## src/rtl/nand_tree_pipe.sv

```systemverilog
// rtl/nand_tree_pipe.sv - pipelined radix-4 masked NAND/NOR reduction with valid/ready flow control
module nand_tree_pipe #(
    parameter int WIDTH = 16
) (
    input  logic             CLK,
    input  logic             RN,
    input  logic [WIDTH-1:0] A,
    input  logic [WIDTH-1:0] MASK,
    input  logic             MODE,
    input  logic             IN_VALID,
    output logic             IN_READY,
    output logic             ZN,
    output logic             OUT_VALID,
    input  logic             OUT_READY
);

    // Tree depth: smallest L >= 1 with 4**L >= WIDTH.
    function automatic int calc_levels(input int w);
        int l;
        int span;
        l    = 1;
        span = 4;
        while (span < w) begin
            span = span * 4;
            l    = l + 1;
        end
        return l;
    endfunction

    localparam int LEVELS = calc_levels(WIDTH);

    // Number of live bits at tree level k (level 0 is the normalised input).
    function automatic int level_cnt(input int k);
        int n;
        n = WIDTH;
        for (int i = 0; i < k; i++) begin
            n = (n + 3) / 4;
        end
        return n;
    endfunction

    logic [WIDTH-1:0]  x;
    logic [LEVELS-1:0] stage_valid;
    logic [LEVELS-1:0] stage_load;

    // Masked bits become 1 so they never control the AND; NOR mode inverts live data.
    always_comb begin
        x = MODE ? (~A | ~MASK) : (A | ~MASK);
    end

    // A stage may load when it or any stage after it is empty, or the consumer takes the head.
    always_comb begin : load_chain
        logic full_above;
        full_above = 1'b1;
        stage_load = '0;
        for (int s = LEVELS - 1; s >= 0; s--) begin
            full_above    = full_above & stage_valid[s];
            stage_load[s] = ~full_above | OUT_READY;
        end
    end

    genvar s;
    generate
        for (s = 0; s < LEVELS; s++) begin : g_stage
            localparam int NIN  = level_cnt(s);
            localparam int NOUT = level_cnt(s + 1);

            logic [NIN-1:0]    d_in;
            logic              v_in;
            logic              m_in;
            logic [4*NOUT-1:0] padded;
            logic [NOUT-1:0]   red;
            logic [NOUT-1:0]   q;
            logic              v_q;

            if (s == 0) begin : g_src
                assign d_in = x;
                assign v_in = IN_VALID;
                assign m_in = MODE;
            end else begin : g_src
                assign d_in = g_stage[s-1].q;
                assign v_in = stage_valid[s-1];
                assign m_in = g_stage[s-1].g_reg.m_q;
            end

            // Fill the ragged top group with ones so it is non-controlling.
            always_comb begin
                padded           = '1;
                padded[NIN-1:0]  = d_in;
            end

            // AND each LSB-aligned group of four into one bit of the next level.
            always_comb begin
                red = '0;
                for (int j = 0; j < NOUT; j++) begin
                    red[j] = &padded[4*j +: 4];
                end
            end

            if (s == LEVELS - 1) begin : g_reg
                // Last stage folds the NAND inversion into its load so ZN is a pure register.
                always_ff @(posedge CLK or negedge RN) begin
                    if (!RN) begin
                        q <= '0;
                    end else if (stage_load[s] && v_in) begin
                        q <= m_in ? red : ~red;
                    end
                end
            end else begin : g_reg
                logic m_q;
                // Inner stage captures its partial ANDs and the mode travelling with them.
                always_ff @(posedge CLK or negedge RN) begin
                    if (!RN) begin
                        q   <= '0;
                        m_q <= 1'b0;
                    end else if (stage_load[s] && v_in) begin
                        q   <= red;
                        m_q <= m_in;
                    end
                end
            end

            // Occupancy bit: follows the upstream valid whenever the stage is allowed to load.
            always_ff @(posedge CLK or negedge RN) begin
                if (!RN) begin
                    v_q <= 1'b0;
                end else if (stage_load[s]) begin
                    v_q <= v_in;
                end
            end

            assign stage_valid[s] = v_q;
        end
    endgenerate

    assign IN_READY  = stage_load[0];
    assign OUT_VALID = stage_valid[LEVELS-1];
    assign ZN        = g_stage[LEVELS-1].q[0];

endmodule

```

## config.mk

```make
export PLATFORM = sky130hd
export DESIGN_NAME = nand_tree_pipe
export DESIGN_NICKNAME = d
export VERILOG_FILES = /design/src/rtl/nand_tree_pipe.sv
export SDC_FILE = /design/constraint.sdc
export NUM_CORES = 1
export LEC_CHECK = 0
export BUFFER_PORTS_ARGS = -buffer_cell sky130_fd_sc_hd__buf_2
export CAP_MARGIN = 15
export CELL_PAD_IN_SITES_DETAIL_PLACEMENT = 0
export CELL_PAD_IN_SITES_GLOBAL_PLACEMENT = 2
export CORE_ASPECT_RATIO = 0.5
export CORE_MARGIN = 3
export CORE_UTILIZATION = 21
export DETAILED_ROUTE_END_ITERATION = 6
export PLACE_DENSITY_LB_ADDON = 0.2
export SLEW_MARGIN = 20
export SYNTH_ARGS = -nofsm -noshare
export SYNTH_HDL_FRONTEND = slang
export SYNTH_SLANG_ARGS = --single-unit
```

## constraint.sdc

```tcl
create_clock -name CLK -period 1.55 [get_ports CLK]
set_input_delay 0.2325 -clock CLK [delete_from_list [all_inputs] [get_ports CLK]]
set_output_delay 0.2325 -clock CLK [all_outputs]
set_load 0.01 [all_outputs]
```

==> flow_summary.json, run 1 <==
{
  "finalWirelength_um": 1660,
  "routabilityCongestion": 0.770,
  "top_layer_used": "met4",
  "synth_top_area_frac": 0.337,
  "synth_edf_count": 0,
  "cap_violations": 0,
  "yosysWarnings": 0,
  "status": "finished, final reports clean",
  "syn_area_per_cell_um2": 9.59,
  "rows": 12,
  "antenna_found_initial": 0,
  "crit_end": "IN_READY",
  "leakage_uw": 0.000404,
  "irDropWorstVdd_v": 0.000292,
  "startpoint_type": "flop",
  "max_slew.worst_pin.slew_ps": 287,
  "synth-seq-area-share": 0.337,
  "reg2reg_to": "g_stage[0].q[0]",
  "dr.pass1.iters": 4,
  "skew_ps": 1.16,
  "cts-htree-levels": 1,
  "slew_headroom": 0.808,
  "ys.flop_type": "dfrtp_1",
  "cts_num_sinks": 8,
  "crit_start": "OUT_VALID",
  "power_per_cell_area_nw_per_um2": 813,
  "syn2layout_area_growth_pct": 47.2,
  "reg2reg_from": "OUT_VALID",
  "wl_per_cell_um": 12.0,
  "nets": 143,
  "synth.area.top_cells": "dfrtp_1 34%, nand2b_1 16%, a22oi_1 10%, a211oi_2 8.4%, o2111ai_1 5.9%",
  "dp_hpwl_um": 1450,
  "reg2reg_depth": 4,
  "synthTopCellsByCount": "15 x nand2b_1, 8 x a22oi_1, 8 x dfrtp_1",
  "wl_met1_um": 742,
  "synth-seq-cells": 8,
  "wl_met3_um": 131,
  "timing.final.crit_period_ps": 1430,
  "syn_inst": 62,
  "grt_pass1_vias": 656,
  "drc": 0,
  "clk_path_buf_depth": 2,
  "finalSetupViolCount": 0,
  "clock_latency_ps": 230,
  "track_usage": 0.102,
  "numPortBuffers": 39,
  "rsz0062_at_grt": "no",
  "hold_viol": 0,
  "dpl_cell_area_um2": 822,
  "fin_crit_sh": 0.925,
  "crit_type": "flop to output port",
  "ant_nets": 0,
  "synth_cell_types": 17,
  "grt_max_degree": 9,
  "tns_ps": 0,
  "num_vias": 631,
  "yosysMostFrequentCell": "nand2b_1",
  "pin_count": 40,
  "cp.arrival_ps": 1200,
  "syn_nets": 99,
  "die_h_um": 43.6,
  "multi_input_area_um2": 364,
  "fillers": 257,
  "worstPathMaxFanout": 7,
  "cts.clk_slew.worst_paths_ps": 40,
  "end_kind": "output port",
  "max_freq_mhz": 697,
  "grt_overflow_total": 0,
  "maxSlewViolCount": 0,
  "die_w_um": 81.2,
  "dieArea_um2": 3540,
  "grt_pass1_wl_um": 2720,
  "synth_top_area_cell": "dfrtp_1",
  "seq_area_um2": 200,
  "r2r_slack_ps": 320,
  "synth_area_um2": 594,
  "start_util": 0.243,
  "core_area_um2": 2450,
  "cp.required_ps": 1320,
  "numCtsBuffers": 3,
  "final_layout_size_suffix_gt1_frac": 0.481,
  "hold_path.class": "input port to flop",
  "dr_wl_met2_um": 767,
  "first_iter_violations": 19,
  "via_per_inst": 4.54,
  "fin_area_um2": 875,
  "async_flop_share": 1.00,
  "cts_tree": "yes",
  "num_antenna_cells": 0,
  "root_buffer": "clkbuf_8"
}
## worst max-delay path, stage by stage (launching register included)
cell      delay, ps
dfrtp_1         360
and3b_2         310
clkinv_2        140
buf_2           160
## metal layers
metal	vias to the layer above	GRT usage
met1	283	0.121
met2	24	0.173
met3	2	0.0332
met4	0	0.0404
met5	-	0
li1	322	-
## stage by stage
step | hold WS, ps | power (uW) | utilization | std cells | setup slack (ps)
2_1_floorplan | -63.1 | 375 | - | 62 | 348
3_3_place_gp | 81.2 | 459 | 0.336 | 135 | 189
3_5_place_dp | 89.5 | 467 | 0.336 | 135 | 167
4_1_cts | 300 | 724 | 0.357 | 139 | 106
5_1_grt | 328 | 761 | 0.357 | 139 | 14.7
6_report | 301 | 711 | 0.357 | 139 | 116
## registers in the layout, indices dropped and copies added (netlist names)
register,cells
OUT_VALID,1
ZN,1
g_stage.g_reg.m_q,1
g_stage.q,4
g_stage.v_q,1
## power breakdown
| part | internal (uW) | switching [uW] |
|---|---|---|
| clock | 168 | 79.5 |
| sequential | 245 | 19.5 |
| combinational | 104 | 94.4 |
| total | 518 | 193 |
## worst min-delay path by stage
stage / startpoint / to / depth (start not counted)
2_1_floorplan: RN / OUT_VALID / 0
3_3_place_gp: RN / g_stage[0].q[0] / 1
3_5_place_dp: RN / g_stage[0].q[3] / 1
4_1_cts: OUT_READY / OUT_VALID / 3
5_1_grt: OUT_READY / OUT_VALID / 3
6_report: OUT_READY / OUT_VALID / 3
## kinds of logic (layout without fill, tap and decap cells)
family	Yosys count	count (layout)	synth area share
AO/OA/AOI/OAI	25	25	0.343
XOR/XNOR	1	1	0.0147
buffers and inverters	6	48	0.0526
flip-flops	8	8	0.337
multiplexers	1	1	0.0189
AND/OR/NAND/NOR	21	21	0.234
## cell type report
cell class,instances,area share
clock buffers,3,0.0472
inverters,5,0.0229
multi-input cells,48,0.416
flip-flops and latches,8,0.229
well taps,35,0.0501
repair buffers,40,0.235
## repair_timing
action	4_1_cts	5_1_grt
endpoints found under the setup margin	1	0
setup buffers	0	0
resized for setup	1	0
endpoints found under the hold margin	8	0
hold buffers	1	0
## layout by cell type, fill, tap and decap left out
cell type | synthesis | layout
mux2_2 | 1 | 1
nor3b_4 | 1 | 1
buf_2 | 0 | 39
xor2_1 | 1 | 1
o2bb2ai_1 | 1 | 1
a211oi_2 | 4 | 4
clkinv_2 | 1 | 1
dfrtp_1 | 8 | 8
nand4_1 | 1 | 1
o2111ai_1 | 4 | 4
nand2b_1 | 15 | 15
a21oi_1 | 4 | 4
clkbuf_8 | 0 | 3
a211oi_1 | 4 | 4
a22oi_1 | 8 | 8
dlygate4sd3_1 | 0 | 1
nand2_1 | 3 | 3
and3b_2 | 0 | 1
inv_1 | 4 | 4
Power figures use the tool's default switching activity.
==> run 2: changes to the inputs <==
--- a/config.mk
+++ b/config.mk
@@ -9,7 +9,7 @@
 export CAP_MARGIN = 15
 export CELL_PAD_IN_SITES_DETAIL_PLACEMENT = 0
 export CELL_PAD_IN_SITES_GLOBAL_PLACEMENT = 2
-export CORE_ASPECT_RATIO = 0.5
+export CORE_ASPECT_RATIO = 2
 export CORE_MARGIN = 3
 export CORE_UTILIZATION = 21
 export DETAILED_ROUTE_END_ITERATION = 6
==> run 2 against run 1 <==
Against the previous run:
- register-to-register slack lost 20 ps
- combinational power is essentially flat
- flip-flop and latch count is the same
- sequential power is essentially flat
- critical path depth is the same
- clock power shrank 2%
- final cell count shrank 5.0%
- critical path type unchanged
- critical endpoint unchanged
- largest cell class unchanged
==> flow_summary.json, run 2 (same netlist as run 1, synthesis figures left out) <==
{
  "num_antenna_cells": 0,
  "worstPathMaxFanout": 7,
  "tns_ps": 0,
  "switching_share": 0.266,
  "fin_crit_sh": 0.929,
  "p_int_uw": 517,
  "num_vias": 638,
  "worst-path-buf-inv": 2,
  "crit_type": "flop to output port",
  "track_usage": 0.0979,
  "cts_num_sinks": 8,
  "slew_headroom": 0.793,
  "cp.required_ps": 1320,
  "holdWs_ps": 298,
  "root_buffer": "clkbuf_8",
  "rows": 26,
  "slowest_stage": "dfrtp_1",
  "clock_latency_ps": 220,
  "startpoint_type": "flop",
  "cp_cell_sequence": "and3b_2 > clkinv_2 > buf_2",
  "dieArea_um2": 3540,
  "min_from": "OUT_READY",
  "numPortBuffers": 39,
  "final_cell_mix": "39 x buf_2, 15 x nand2b_1, 8 x dfrtp_1, 8 x a22oi_1",
  "max_freq_mhz": 695,
  "finalWirelength_um": 1620,
  "layout_commonest_cell": "buf_2",
  "crit_family": "flip-flops",
  "leakage_uw": 0.000404,
  "hold_viol": 0,
  "routabilityCongestion": 0.656,
  "grt_pass1_wl_um": 2660,
  "die_h_um": 81.2,
  "cp.arrival_ps": 1210,
  "reg2reg_from": "g_stage[0].v_q",
  "rsz0062_at_grt": "no",
  "dp_hpwl_um": 1460,
  "cp_slowest_stage_delay_ps": 350,
  "dr.pass1.iters": 2,
  "cts.clk_slew.worst_paths_ps": 40,
  "skew_ps": 3.92,
  "p_switching_uw": 187,
  "cts-htree-levels": 1,
  "core_area_um2": 2640,
  "nets": 143,
  "via_per_inst": 4.83,
  "max_slew.worst_pin.slew_ps": 310,
  "die_w_um": 43.6,
  "largest_register_ffs": 4,
  "cts_tree": "yes",
  "top_register": "g_stage.q",
  "finalSetupViolCount": 0,
  "pin_count": 40,
  "antenna_found_initial": 0,
  "syn2layout_area_growth_pct": 45.7,
  "crit_start": "g_stage[0].v_q",
  "grt_pass1_vias": 673,
  "seqPwrFrac": 0.376,
  "irDropWorstVdd_v": 0.000295,
  "end_kind": "output port",
  "clockPowerShare": 0.346,
  "status": "finished, final reports clean",
  "power_per_cell_area_nw_per_um2": 813,
  "numCtsBuffers": 3,
  "p_comb_frac": 0.278,
  "first_iter_violations": 9,
  "grt_max_degree": 9,
  "drc": 0,
  "cap_violations": 0,
  "maxSlewViolCount": 0,
  "grt_overflow_total": 0,
  "timing.final.crit_period_ps": 1440,
  "final_layout_size_suffix_gt1_frac": 0.481,
  "wl_per_cell_um": 12.3,
  "hold_path.class": "input port to flop",
  "clk_path_buf_depth": 2,
  "ant_nets": 0,
  "start_util": 0.226
}
==> run 2: layout make-up <==
type	count	area [um2]
sequential	8	200
tap	28	35.0
multi-input combinational	48	364
timing repair buffer	40	205
clock buffer	3	41.3
fill	277	1770
inverter	5	20.0
==> run 2: metrics by stage <==
step	std cells	setup WS, ps	total power (uW)	area [um2]	utilization
2_1_floorplan	62	348	375	594	-
3_3_place_gp	128	195	464	813	0.309
3_5_place_dp	128	162	466	813	0.309
4_1_cts	132	106	716	866	0.329
5_1_grt	132	55.5	748	866	0.329
6_report	132	111	704	866	0.329
==> run 2: metal layers <==
metal / share of wire / GRT usage
met2: 0.60 / 0.193
met1: 0.34 / 0.0919
met3: 0.044 / 0.00887
met4: 0.015 / 0.0544
met5: 0 / 0
==> run 2: final timing paths <==
path	slack [ps]	cells past startpoint	end
max reg2reg	300	3	g_stage[0].q[3]
max	110	3	IN_READY
min in group asynchronous	380	2	g_stage[0].q[0]
max in group asynchronous	1000	2	g_stage[0].g_reg.m_q
min	300	3	OUT_VALID
min reg2reg	490	1	OUT_VALID
==> run 2: worst register-to-register path: cells and delay by family, from the launching register on <==
kind	cells	cell delay [ps]
flops	1	380
simple gates	2	620
compound gates	1	110
==> run 2: repair_timing <==
action,CTS,global route
gates resized for setup,1,0
endpoints found under the hold margin,8,0
setup endpoints to repair,1,0
buffers inserted,0,0
hold buffers,1,0
==> run 2: power groups by stage <==
stage	logic [uW]	clock network [uW]	registers (uW)
after floorplan	106	0	269
after global placement	195	0	269
after detailed placement	198	0	269
after CTS	201	249	266
after global routing	221	257	269
final	196	243	265
